[src/rtl/ora_misr.sv]
// Output response analyzer: compacts CUT responses into a MISR and, at session
// end, compares the final signature against a golden value.
module ora_misr #(
   parameter int            BITS   = 4,
   parameter logic [BITS-1:0] POLY   = 4'b0011,
   parameter logic [BITS-1:0] SEED   = '0,
   parameter logic [BITS-1:0] GOLDEN = 4'hA,
   parameter int            CNT_W  = 16
) (
   input  logic             clk,
   input  logic             rst,
   input  logic             start,
   input  logic             en,
   input  logic             test_end,
   input  logic [BITS-1:0]  response,
   output logic [BITS-1:0]  signature,
   output logic [CNT_W-1:0] pattern_count,
   output logic             busy,
   output logic             done,
   output logic             pass
);

   typedef enum logic [1:0] {
      IDLE  = 2'd0,
      RUN   = 2'd1,
      CHECK = 2'd2,
      DONE  = 2'd3
   } state_t;

   state_t           r_state;
   logic [BITS-1:0]  r_sig;
   logic [CNT_W-1:0] r_count;
   logic             r_done;
   logic             r_pass;

   logic [BITS-1:0]  w_sig_next;
   logic             w_msb;

   // One MISR step: shift up, inject the MSB at tapped stages, XOR in the response.
   always_comb begin
      w_msb         = r_sig[BITS-1];
      w_sig_next    = '0;
      w_sig_next[0] = (POLY[0] & w_msb) ^ response[0];
      for (int i = 1; i < BITS; i++) begin
         w_sig_next[i] = r_sig[i-1] ^ (POLY[i] & w_msb) ^ response[i];
      end
   end

   always_ff @(posedge clk or negedge rst) begin
      if (!rst) begin
         r_state <= IDLE;
         r_sig   <= SEED;
         r_count <= '0;
         r_done  <= 1'b0;
         r_pass  <= 1'b0;
      end else begin
         case (r_state)
            IDLE, DONE: begin
               if (start) begin
                  r_state <= RUN;
                  r_sig   <= SEED;
                  r_count <= '0;
                  r_done  <= 1'b0;
                  r_pass  <= 1'b0;
               end
            end
            RUN: begin
               if (start) begin
                  r_sig   <= SEED;
                  r_count <= '0;
                  r_done  <= 1'b0;
                  r_pass  <= 1'b0;
               end else begin
                  // A response arriving with test_end is still the last pattern.
                  if (en) begin
                     r_sig <= w_sig_next;
                     if (r_count != {CNT_W{1'b1}}) begin
                        r_count <= r_count + 1'b1;
                     end
                  end
                  if (test_end) begin
                     r_state <= CHECK;
                  end
               end
            end
            CHECK: begin
               r_pass  <= (r_sig == GOLDEN);
               r_done  <= 1'b1;
               r_state <= DONE;
            end
            default: r_state <= IDLE;
         endcase
      end
   end

   assign signature     = r_sig;
   assign pattern_count = r_count;
   assign busy          = (r_state == RUN) || (r_state == CHECK);
   assign done          = r_done;
   assign pass          = r_pass;

endmodule

[config.mk]
export PLATFORM = sky130hd
export DESIGN_NAME = ora_misr
export DESIGN_NICKNAME = d
export VERILOG_FILES = /design/src/rtl/ora_misr.sv
export SDC_FILE = /design/constraint.sdc
export NUM_CORES = 1
export LEC_CHECK = 0
export BUFFER_PORTS_ARGS = -buffer_cell sky130_fd_sc_hd__buf_2
export CORE_ASPECT_RATIO = 1.75
export CORE_MARGIN = 2
export CORE_UTILIZATION = 57
export DETAILED_ROUTE_END_ITERATION = 8
export GPL_ROUTABILITY_DRIVEN = 0
export GPL_TIMING_DRIVEN = 0
export PLACE_DENSITY = 0.86
export SYNTH_ARGS = -nofsm -noshare
export SYNTH_HDL_FRONTEND = slang
export SYNTH_SLANG_ARGS = --single-unit
[constraint.sdc]
create_clock -name clk -period 2.8 [get_ports clk]
set_input_delay 0.56 -clock clk [delete_from_list [all_inputs] [get_ports clk]]
set_output_delay 0.56 -clock clk [all_outputs]
set_load 0.01 [all_outputs]
==> flow_metrics.env <==
export IMPL_wl_met2_um=1860
export IMPL_ant_nets=0
export IMPL_crit_chain="inv_1, ha_1, nor2b_1, o22ai_1, a21oi_1, a21boi_0"
export IMPL_yosysWarningCount=0
export IMPL_antenna_found_initial=0
export IMPL_n_fill_cell=187
export IMPL_drt_met1_wl_um=1220
export IMPL_fmax_mhz=453
export IMPL_fin_ws_ns=0.591
export IMPL_synthDistinctLibCells=45
export IMPL_io_pin_count=32
export IMPL_clkTransAtPathRegs_ns=0.08
export IMPL_cts_made_buffers=3
export IMPL_synthFlopType="dfrtp_1"
export IMPL_synthesis_nets=158
export IMPL_cts_root_buf="clkbuf_8"
export IMPL_ys_ff_latch=24
export IMPL_relSlewSlack_pct=53.2
export IMPL_max_vdd_ir_drop_mv=0.491
export IMPL_cts_num_sinks=24
export IMPL_grt_pass1_wl_um=5620
export IMPL_drt_iter0_drc=57
export IMPL_yosysTopAreaCell="dfrtp_1"
export IMPL_post_route_util_pct=70.3
export IMPL_die_w_um=41.6
export IMPL_cts_setup_buffers=0
export IMPL_place_hpwl_um=2420
export IMPL_rsz0062_at_grt="no"
export IMPL_grt_usage_pct=24.1
export IMPL_clkLatencyLatePin_ns=0.26
export IMPL_crit_type="reg2reg"
export IMPL_netlist_area_mm2=0.00141
export IMPL_num_antenna_cells=0
export IMPL_finalSetupViolations=0
export IMPL_syn_to_final_growth_pct=16.1
export IMPL_cpMaxStageDelayCell="a21oi_1"
export IMPL_hold_ws_ns=0.277
export IMPL_drive_gt1_share_pct=23.5
export IMPL_cp_slowest_stage_delay_ns=0.60
export IMPL_wire_per_inst_um=15.9
export IMPL_skew_ns=0.00193
export IMPL_vias=1322
export IMPL_routed_top_layer="met4"
export IMPL_pre_cts_slack_ns=0.608
export IMPL_grt_pass1_vias=1312
export IMPL_drcViolationCount=0
export IMPL_worst_slew_pin_slew_ns=0.701
export IMPL_die_h_um=69.8
export IMPL_synthArstFlopShare_pct=100
export IMPL_cp_max_fo=8
export IMPL_yosysSeqAreaShare_pct=42.6
export IMPL_synth_top_cell_area_share_pct=42.6
export IMPL_hold_viol_final=0
export IMPL_post_route_period_util_pct=78.9
export IMPL_dr_wl_met3_um=131
export IMPL_drt_pass1_iter_count=4
export IMPL_grt_max_degree=25
export IMPL_hold_buffers=0
export IMPL_required_ns=2.90
export IMPL_powerDensity_mw_per_mm2=672
export IMPL_hp_class="in2async"
export IMPL_die_area_mm2=0.00291
export IMPL_wl_um=3250
export IMPL_rrSetupSlack_ns=0.59
export IMPL_htree_levels=1
export IMPL_core_mm2=0.00233
export IMPL_worstSetupStartpointType="flop"
export IMPL_dpl_cell_area_mm2=0.00160
export IMPL_finalCriticalPeriod_ns=2.21
export IMPL_setup_tns_final_ns=0
export IMPL_cts_tree="built"
export IMPL_p_leak_nw=0.806
export IMPL_maxCapViolations=0
export IMPL_grt_overflow_total=0
export IMPL_synth_cells=145
export IMPL_ys_top_cells_by_area="dfrtp_1 (43%), o31ai_1 (3.7%), ha_1 (3.5%), nand2_1 (3.5%), a21oi_1 (3.2%)"
export IMPL_arrival_ns=2.31
export IMPL_avgSynthCellArea_um2=9.73
export IMPL_outcome="finished, final reports clean"
export IMPL_post_cts_resized=0
export IMPL_synth_edff_count=0
export IMPL_rows=23
export IMPL_viasPerCell=6.48
export IMPL_cts_max_path_buffers=2
export IMPL_nets=194
export IMPL_initial_core_util_pct=60.5
export IMPL_final_cell_area_mm2=0.00164
export IMPL_end_kind="flop"
export IMPL_drv_slew=0
export IMPL_portBuffers=31
## cells by family (layout without fill, tap and decap cells)
logic type,count (synthesis),after routing,synth area share (%)
DFF,24,24,42.6
muxes,2,2,1.42
and+or+nand+nor,45,45,19.9
AOI/OAI and AO/OA,49,49,24.7
buffers and inverters,16,50,4.79
xor gates and xnor gates,5,5,3.10
adders and majority gates,4,4,3.55
## registers in the layout, indices dropped and copies added (netlist names)
name,flops
pattern_count,16
done,1
r_state,2
signature,4
pass,1
## layout make-up
cell class	count	area, um2	share of cell area [%]
Multi-Input combinational cell	105	743	45.3
Sequential cell	24	601	36.6
Timing Repair Buffer	31	155	9.47
Inverter	12	45.0	2.75
Clock buffer	3	41.3	2.52
Tap cell	25	31.3	1.91
Buffer	4	22.5	1.37
## report_power, final
group	switching, mW	total (mW)	internal (mW)
logic	0.286	0.451	0.165
registers	0.0564	0.452	0.396
clock network	0.103	0.199	0.0960
total	0.445	1.10	0.657
## cell usage after synthesis, types with 2 or more instances
cell type   n
o21ai_0     3
dfrtp_1    24
nor4_1      5
ha_1        4
xnor2_1     4
o31ai_1     7
o22ai_1     2
o21a_1      5
nand3_1     3
mux2i_1     2
nor2_1      4
a21boi_0    2
o311ai_0    3
inv_1      12
a31oi_1     6
nor3_1      2
a21oi_1     9
clkbuf_1    2
nor2b_1     2
nand2_1    13
and3_1      2
nand4_1     6
## stage by stage
stage | power (mW) | std cells
2_1_floorplan | 0.759 | 145
3_3_place_gp | 0.888 | 201
3_5_place_dp | 0.911 | 201
4_1_cts | 1.11 | 204
5_1_grt | 1.19 | 204
6_report | 1.10 | 204
## critical path, delay by kind of cell (launching register included)
kind | cells | cell delay [ns]
compound gates | 3 | 1.00
fa+ha+maj | 1 | 0.39
flops | 1 | 0.38
simple gates | 1 | 0.22
buf+inv | 1 | 0.07
## layout by cell type (no fill, tap or decap), types with 5 or more instances in the layout
master / count
a21oi_1: 9
a31oi_1: 6
buf_2: 31
dfrtp_1: 24
inv_1: 12
nand2_1: 13
nand4_1: 6
nor4_1: 5
o21a_1: 5
o31ai_1: 7
## routing by layer
layer / global-route usage (%) / vias up
met4: 11.1 / 0
met5: 0 / -
met1: 27.2 / 651
met2: 44.3 / 40
met3: 1.82 / 4
li1: - / 627
## final timing paths
kind | depth (start not counted) | from | endpoint
hold / removal | 1 | rst | r_state[0]$_DFFE_PN0P_
max in group asynchronous | 1 | rst | pattern_count[14]$_DFFE_PN0P_
min in group clk | 2 | pass$_DFFE_PN0P_ | pass$_DFFE_PN0P_
setup reg to reg | 6 | r_state[0]$_DFFE_PN0P_ | pattern_count[7]$_DFFE_PN0P_
setup / recovery | 6 | r_state[0]$_DFFE_PN0P_ | pattern_count[7]$_DFFE_PN0P_
hold reg to reg | 2 | pass$_DFFE_PN0P_ | pass$_DFFE_PN0P_
No activity file was read; power rests on OpenSTA's default activity.
